===== src/rtl/idli_stall_m.sv =====
// idli core stall controller: per-channel resource checks gate the core clock,
// with cause capture, force-open override, consecutive-stall watchdog and stall counter.
module idli_stall_m #(
  parameter int unsigned CHANNELS = 4,
  parameter int unsigned CTR_W    = 2,
  parameter int unsigned TIMEOUT  = 200,
  parameter int unsigned CNT_W    = 16
) (
  input  logic                      i_stall_gck,
  input  logic                      i_stall_rst_n,
  input  logic                      i_stall_ex_vld,
  input  logic [CTR_W-1:0]          i_stall_ex_ctr,
  input  logic [CHANNELS-1:0]       i_stall_req,
  input  logic [CHANNELS*CTR_W-1:0] i_stall_sel,
  input  logic [CHANNELS-1:0]       i_stall_rdy,
  input  logic [CHANNELS-1:0]       i_stall_en,
  input  logic                      i_stall_force,
  input  logic                      i_stall_clr,
  output logic                      o_stall_gck,
  output logic                      o_stall_active,
  output logic [CHANNELS-1:0]       o_stall_cause,
  output logic                      o_stall_timeout,
  output logic [CNT_W-1:0]          o_stall_cycles
);

  localparam logic [15:0] RUN_MAX = 16'(TIMEOUT);

  logic [CHANNELS-1:0] w_stall;
  logic                w_stall_any;
  logic                w_stalled;
  logic [15:0]         w_run_inc;

  logic                r_gate;
  logic [CHANNELS-1:0] r_cause;
  logic [15:0]         r_run;
  logic                r_timeout;
  logic [CNT_W-1:0]    r_cycles;

  for (genvar c = 0; c < CHANNELS; c++) begin : g_ch
    assign w_stall[c] = i_stall_en[c] & i_stall_ex_vld &
                        (i_stall_ex_ctr == i_stall_sel[c*CTR_W +: CTR_W]) &
                        i_stall_req[c] & ~i_stall_rdy[c];
  end

  assign w_stall_any = (|w_stall) & ~i_stall_force;

  // Gate state moves only while the clock is low, so the AND gate cannot glitch.
  always_ff @(negedge i_stall_gck) begin
    if (!i_stall_rst_n) begin
      r_gate  <= 1'b1;
      r_cause <= '0;
    end else begin
      r_gate  <= ~w_stall_any;
      r_cause <= i_stall_force ? '0 : w_stall;
    end
  end

  assign w_stalled = ~r_gate;
  assign w_run_inc = r_run + 16'd1;

  always_ff @(posedge i_stall_gck) begin
    if (!i_stall_rst_n) begin
      r_run     <= '0;
      r_timeout <= 1'b0;
      r_cycles  <= '0;
    end else begin
      if (!w_stalled)
        r_run <= '0;
      else if (r_run != RUN_MAX)
        r_run <= w_run_inc;

      if (w_stalled && (w_run_inc == RUN_MAX))
        r_timeout <= 1'b1;
      else if (i_stall_clr)
        r_timeout <= 1'b0;

      if (i_stall_clr)
        r_cycles <= w_stalled ? CNT_W'(1) : '0;
      else if (w_stalled && !(&r_cycles))
        r_cycles <= r_cycles + CNT_W'(1);
    end
  end

  assign o_stall_gck     = i_stall_gck & r_gate;
  assign o_stall_active  = ~r_gate;
  assign o_stall_cause   = r_cause;
  assign o_stall_timeout = r_timeout;
  assign o_stall_cycles  = r_cycles;

endmodule

===== config.mk =====
export PLATFORM = sky130hd
export DESIGN_NAME = idli_stall_m
export DESIGN_NICKNAME = d
export VERILOG_FILES = /design/src/rtl/idli_stall_m.sv
export SDC_FILE = /design/constraint.sdc
export NUM_CORES = 1
export LEC_CHECK = 0
export ABC_CLOCK_PERIOD_IN_PS = 2100
export BUFFER_PORTS_ARGS = -buffer_cell sky130_fd_sc_hd__buf_2
export CORE_MARGIN = 2
export CORE_UTILIZATION = 53
export DETAILED_ROUTE_END_ITERATION = 8
export PLACE_DENSITY = 0.77
export SKIP_LAST_GASP = 1
export SLEW_MARGIN = 20
export SYNTH_ARGS = -nofsm -noshare
export SYNTH_HDL_FRONTEND = slang
export SYNTH_SLANG_ARGS = --single-unit

===== constraint.sdc =====
create_clock -name i_stall_gck -period 2.1 [get_ports i_stall_gck]
set_input_delay 0.315 -clock i_stall_gck [delete_from_list [all_inputs] [get_ports i_stall_gck]]
set_output_delay 0.315 -clock i_stall_gck [all_outputs]
set_load 0.005 [all_outputs]

==> results of run 1 <==
## kinds of logic after synthesis
logic type               share of synthesized area (%)
XOR/XNOR                                          13.8
AND/OR/NAND/NOR                                   32.6
flip-flops                                        36.3
adder cells (fa/ha/maj)                           1.79
buffers and inverters                             4.18
multiplexers                                     0.956
AO/OA/AOI/OAI                                     10.3
## registers in the layout (all words and copies together) (netlist names)
name and flops:
r_gate 1, o_stall_timeout 1, o_stall_cause 4, o_stall_cycles 16
r_run 16
## cell usage in the layout, fill, tap and decap left out, drive strengths merged, types with 2 or more instances in the layout
cell     count
and4         5
bufinv       2
nand2b       3
dfxtp       38
nor3b        2
nand4b       6
ha           3
xor2        21
and2         3
nor3        13
o21ai        4
inv         11
buf         66
mux2i        2
o211ai       2
xnor2       12
nand3       11
nor2        25
nand4        9
nand2       17
or3          3
a21oi        7
a211oi       2
and3         7
clkbuf       6
nor4         6
o2111ai      2
## Yosys cell counts (all sizes together) (3+ instances only)
master / instances
nand3: 11
nand4: 9
dfxtp: 38
inv: 6
and4: 5
xnor2: 12
nor4: 6
and2: 3
ha: 3
a21oi: 7
nand4b: 6
nand2: 17
nor2: 25
nand2b: 3
clkbuf: 3
or3: 3
buf: 8
o21ai: 4
nor3: 13
xor2: 21
and3: 7
## how the worst max path moves through the flow
| stage | from | end | cells past startpoint |
|---|---|---|---|
| 5_1_grt | r_gate$_SDFF_NN1_ | o_stall_cycles[13]$_SDFFE_PN0P_ | 5 |
| 3_3_place_gp | r_gate$_SDFF_NN1_ | o_stall_cycles[13]$_SDFFE_PN0P_ | 5 |
| 4_1_cts | r_gate$_SDFF_NN1_ | o_stall_gck | 4 |
| 2_1_floorplan | r_gate$_SDFF_NN1_ | o_stall_cycles[13]$_SDFFE_PN0P_ | 5 |
| 6_report | r_gate$_SDFF_NN1_ | o_stall_gck | 4 |
| 3_5_place_dp | r_gate$_SDFF_NN1_ | o_stall_cycles[12]$_SDFFE_PN0P_ | 5 |
## layout make-up
type	instances	area share, %
inverters	5	0.779
well taps	48	2.20
flip-flops and latches	38	28.1
clock inverters	8	2.57
multi-input cells	183	49.2
repair buffers	65	14.0
clock buffers	7	3.21
## stage by stage
step           TNS (ps)  std cells  area [um2]  setup WS, ps
2_1_floorplan      -708        238        2100          -242
3_3_place_gp       -880        338        2450          -158
3_5_place_dp      -1160        338        2450          -190
4_1_cts           -2270        353        2700          -308
5_1_grt           -3610        354        2730          -340
6_report          -2750        354        2730          -299
## repair_timing
| action | CTS | global route |
|---|---|---|
| gates cloned | 0 | 0 |
| gates resized for setup | 16 | 6 |
| hold buffers | 0 | 0 |
| endpoints found under the setup margin | 19 | 24 |
| setup buffers | 2 | 2 |
| pin swaps | 7 | 6 |
| endpoints found under the hold margin | 0 | 0 |
## layer usage
metal,GRT usage (%),vias to the layer above
met5,0,-
met4,9.18,0
met3,6.59,6
met2,43.4,69
met1,29.8,957
li1,-,993
## power by group through the flow
stage | Sequential [uW] | Combinational (uW) | Clock, uW
2_1_floorplan | 738 | 26.1 | 33.0
3_3_place_gp | 738 | 67.3 | 48.6
3_5_place_dp | 738 | 68.8 | 48.6
4_1_cts | 722 | 72.3 | 796
5_1_grt | 722 | 80.7 | 844
6_report | 722 | 74.0 | 790
## critical path, stage by stage (launching register included)
cell     delay, ps
dfxtp_4        340
inv_4           40
buf_6          110
nor2_1          70
buf_2          120
==> run summary, run 1 <==
Initial DRT Pass Iterations = 6
setup violators final = 22
Max Cap Violations = 0
RSZ-0062 raised after global routing = true
Top Layer Used = met4
Starting Density = 56.3%
P_int = 1230 uW
number of cells on the worst hold path = 2
share of cells above drive strength 1 = 31.7%
hold_sp = i_stall_clr
later-pin clock latency in the skew report = 340 ps
post-synth top area share = 36.3%
min-delay worst type = in2reg
Sequential Power Share = 45.5%
die width = 66.8 um
GRT Total Usage = 25.2%
synth unique cells = 52
clk root buf = clkbuf_8
CP required = 1780 ps
HPWL Detailed = 3.68 mm
number of H-tree levels = 2
largest net degree at the start of global routing = 13
FFs w/ async S/R, synth = 0%
Clock Path Buffers = 2
Clk pin slew, worst setup/hold paths = 80 ps
first-pass GRT wire length = 8.44 mm
vias in the first global route = 1,889
Worst Path Arrival = 2080 ps
Final Util = 73.4%
WL met1 = 2.28 mm
maximum vdd drop = 0.000489 V
die area = 4470 um2
global placer's final weighted congestion = 0.813
Seq/Total Area, Yosys = 36.3%
relative slew slack = 67.2%
switching share of power = 22.2%
diode count = 0
CTS tree = done
synthesized cell area = 2090 um2
CP max FO = 4
WL per Instance = 14.9 um
Critical R2R Launch = r_gate$_SDFF_NN1_
status = finished, violations left
Mapped Nets = 268
Crit Path Category = reg2out
FP Rows = 22
Vias = 2,025
core area = 3720 um2
R2R Setup Slk = -290 ps
Post-synth EDFFs = 0
Final Hold Viols = 0
Area growth syn-to-layout = 30.4%
synth warn = 0
area leader, netlist = dfxtp_1
WL met3 = 283 um
Final Max Slew Viols = 0
P_sw = 352 uW
average footprint of a synthesized cell = 8.80 um2
fill cell count = 290
crit start category = flop
area taken by flip-flops and latches = 766 um2
ys flop type = dfxtp_1
Logic pwr share = 4.7%
IO Pins = 50
Crit. End Element = output port
DR vias/cell = 5.72
detailed-route DRC error count = 0
clk_skew = 52.3 ps
sink of the worst hold path = o_stall_cycles[0]$_SDFFE_PN0P_
Die Y-Extent = 66.8 um
worst slew pin tran = 492 ps
DR iter-0 viols = 145
synth top area cells = dfxtp_1 (36%), xor2_1 (8.8%), xnor2_1 (5.0%), nor2_1 (4.5%), nand2_1 (3.0%)
Routed Antenna Nets = 0
Port Buffers = 49
Pwr Total = 1590 uW
total wire length = 5.29 mm
fin nets = 335
failing checks = negative setup slack
r2r endpoint = o_stall_cycles[13]$_SDFFE_PN0P_
PnR worst setup slack = -299 ps
Mapped Cells = 238
Min Hold Slack = 279 ps
FF+latch count, synth = 38
antenna violations before repair = 0
footprint of the multi-input gates = 1340 um2
Leak = 0.00113 uW
met2 WL = 2.66 mm
Power Density = 581 nW/um2
Num CTS Buffers = 5
Clk network pwr share = 49.8%
grt ovf = 0
R2R cell count = 5
No activity file was read; power rests on OpenSTA's default activity.
==> run 2: changes to the inputs <==
- ABC_AREA: unset -> 1
==> run summary, run 2 <==
Vias = 2,306 (was 2,025)
Worst Path Arrival = 2070 ps (was 2080 ps)
Max Cap Violations = 0 (unchanged)
later-pin clock latency in the skew report = 480 ps (was 340 ps)
Final Hold Viols = 0 (unchanged)
die width = 67.5 um (was 66.8 um)
failing checks = negative setup slack (unchanged)
min-delay worst type = in2reg (unchanged)
setup violators final = 22 (unchanged)
post-synth top area share = 35.6% (was 36.3%)
Starting Density = 54.1% (was 56.3%)
Clk pin slew, worst setup/hold paths = 70 ps (was 80 ps)
share of cells above drive strength 1 = 25.6% (was 31.7%)
fill cell count = 331 (was 290)
average footprint of a synthesized cell = 6.43 um2 (was 8.80 um2)
die area = 4550 um2 (was 4470 um2)
GRT Total Usage = 26.6% (was 25.2%)
number of cells on the worst hold path = 4 (was 2)
Routed Antenna Nets = 0 (unchanged)
core area = 3940 um2 (was 3720 um2)
Area after DPL = 2500 um2 (was 2450 um2)
global placer's final weighted congestion = 0.851 (was 0.813)
most frequent cell after synthesis = nand2_1 (was dfxtp_1)
synth top area cells = dfxtp_1 (36%), nand2_1 (14%), nor2_1 (11%), inv_1 (7.2%), nand3_1 (7.0%) (was dfxtp_1 (36%), xor2_1 (8.8%), xnor2_1 (5.0%), nor2_1 (4.5%), nand2_1 (3.0%))
Port Buffers = 49 (unchanged)
synth warn = 0 (unchanged)
vias in the first global route = 2,184 (was 1,889)
area leader, netlist = dfxtp_1 (unchanged)
worst slew pin tran = 337 ps (was 492 ps)
HPWL Detailed = 3.93 mm (was 3.68 mm)
PnR worst setup slack = -284 ps (was -299 ps)
RSZ-0062 raised after global routing = true (unchanged)
Crit. End Element = output port (unchanged)
Die Y-Extent = 67.5 um (was 66.8 um)
crit start category = flop (unchanged)
maximum vdd drop = 0.000500 V (was 0.000489 V)
WL per Instance = 11.7 um (was 14.9 um)
status = finished, violations left (unchanged)
R2R cell count = 6 (was 5)
Post-synth EDFFs = 0 (unchanged)
FF+latch count, synth = 38 (unchanged)
synth unique cells = 25 (was 52)
relative slew slack = 77.5% (was 67.2%)
Final Util = 70.7% (was 73.4%)
CTS Hold Bufs = 0 (unchanged)
Initial DRT Pass Iterations = 5 (was 6)
grt ovf = 0 (unchanged)
most frequent cells in the layout = nand2_1 (76), nor2_1 (62), buf_2 (47) (was buf_2 (49), dfxtp_1 (36), nor2_1 (25))
most common cell after layout, fill and taps aside = nand2_1 (was buf_2)
antenna violations before repair = 0 (unchanged)
CP required = 1780 ps (about the same)
ys flop type = dfxtp_1 (unchanged)
most frequent cells after synthesis = nand2_1 (80), nor2_1 (64), inv_1 (41), dfxtp_1 (38), nand3_1 (30) (was dfxtp_1 (38), nor2_1 (25), xor2_1 (21), nand2_1 (17))
Mapped Cells = 332 (was 238)
first-pass GRT wire length = 8.98 mm (was 8.44 mm)
clk_skew = 76.4 ps (was 52.3 ps)
CP max FO = 3 (was 4)
CTS tree = done (unchanged)
Seq/Total Area, Yosys = 35.6% (was 36.3%)
FFs w/ async S/R, synth = 0% (unchanged)
Final Max Slew Viols = 0 (unchanged)
final instance area = 2790 um2 (was 2730 um2)
Power Density = 595 nW/um2 (was 581 nW/um2)
largest net degree at the start of global routing = 13 (unchanged)
Mapped Nets = 362 (was 268)
fin nets = 432 (was 335)
Crit Path Category = reg2out (unchanged)
detailed-route DRC error count = 0 (unchanged)
Area growth syn-to-layout = 30.6% (was 30.4%)
diode count = 0 (unchanged)
Leak = 0.00118 uW (was 0.00113 uW)
FP Rows = 23 (was 22)
total wire length = 5.31 mm (was 5.29 mm)
DR vias/cell = 5.09 (was 5.72)
Min Hold Slack = 272 ps (was 279 ps)
IO Pins = 50 (unchanged)
synthesized cell area = 2130 um2 (was 2090 um2)
DR iter-0 viols = 92 (was 145)
run 2: changes by cell type after synthesis, moves of 6 or more:
cell / change
nand4b_1: -6
nand3_1: +19
buf_2: -6
nand2_1: +63
a21oi_1: +9
nor3_1: -6
xor2_1: -18
and3_1: -6
nor2_1: +39
o21ai_0: +7
inv_1: +36
run 2: cells by family after synthesis:
family / synth area share [%]
AOI/OAI and AO/OA: 7.80
adders and majority gates: 1.76
and+or+nand+nor: 41.9
buffers and inverters: 8.44
xor gates and xnor gates: 4.51
DFF: 35.6
run 2: worst paths after layout:
check                               startpoint  slack [ps]                               to
hold reg to reg   o_stall_timeout$_SDFFE_PN0P_         460     o_stall_timeout$_SDFFE_PN0P_
setup reg to reg             r_gate$_SDFF_NN1_        -150  o_stall_cycles[14]$_SDFFE_PN0P_
setup / recovery             r_gate$_SDFF_NN1_        -280                      o_stall_gck
hold / removal                     i_stall_clr         270   o_stall_cycles[0]$_SDFFE_PN0P_
run 2: cell type report:
type / instances / area (um2) / area share (%)
well taps: 50 / 62.6 / 2.24
repair buffers: 60 / 367 / 13.2
multi-input cells: 248 / 1270 / 45.6
clock buffers: 9 / 115 / 4.13
clock inverters: 9 / 60.1 / 2.15
inverters: 39 / 146 / 5.25
flip-flops and latches: 38 / 766 / 27.5
run 2: power breakdown:
part	total (uW)	leakage [uW]	internal, uW	switching (uW)
combinational	89.4	0.000764	45.7	43.7
clock	845	0.000114	505	340
sequential	724	0.000307	722	2.24
total	1660	0.00118	1270	386
run 2: critical path: stages (launching register included):
cell and delay, ps:
dfxtp_4 340, nand2_2 60, inv_2 30, buf_2 110
run 2: what timing repair did:
item | in CTS | in global routing
endpoints found under the setup margin | 21 | 40
pin swaps | 8 | 10
resized for setup | 19 | 16
buffers inserted | 3 | 0
endpoints found under the hold margin | 0 | 0
run 2: per-layer routing:
layer / global-route usage [%] / vias to the layer above / wire length [um]
li1: - / 1208 / -
met1: 29.5 / 1038 / 2290
met2: 46.8 / 49 / 2660
met3: 5.33 / 11 / 216
met4: 15.3 / 0 / 142
met5: 0 / - / 0
run 2: per-stage QoR:
| step | total power (uW) | instances | worst slack [ps] | setup TNS [ps] |
|---|---|---|---|---|
| 3_3_place_gp | 875 | 436 | -86.5 | -290 |
| 2_1_floorplan | 819 | 332 | -48.5 | -48.5 |
| 4_1_cts | 1660 | 454 | -291 | -3730 |
| 5_1_grt | 1730 | 453 | -327 | -4720 |
| 6_report | 1660 | 453 | -284 | -2590 |
| 3_5_place_dp | 876 | 436 | -105 | -625 |
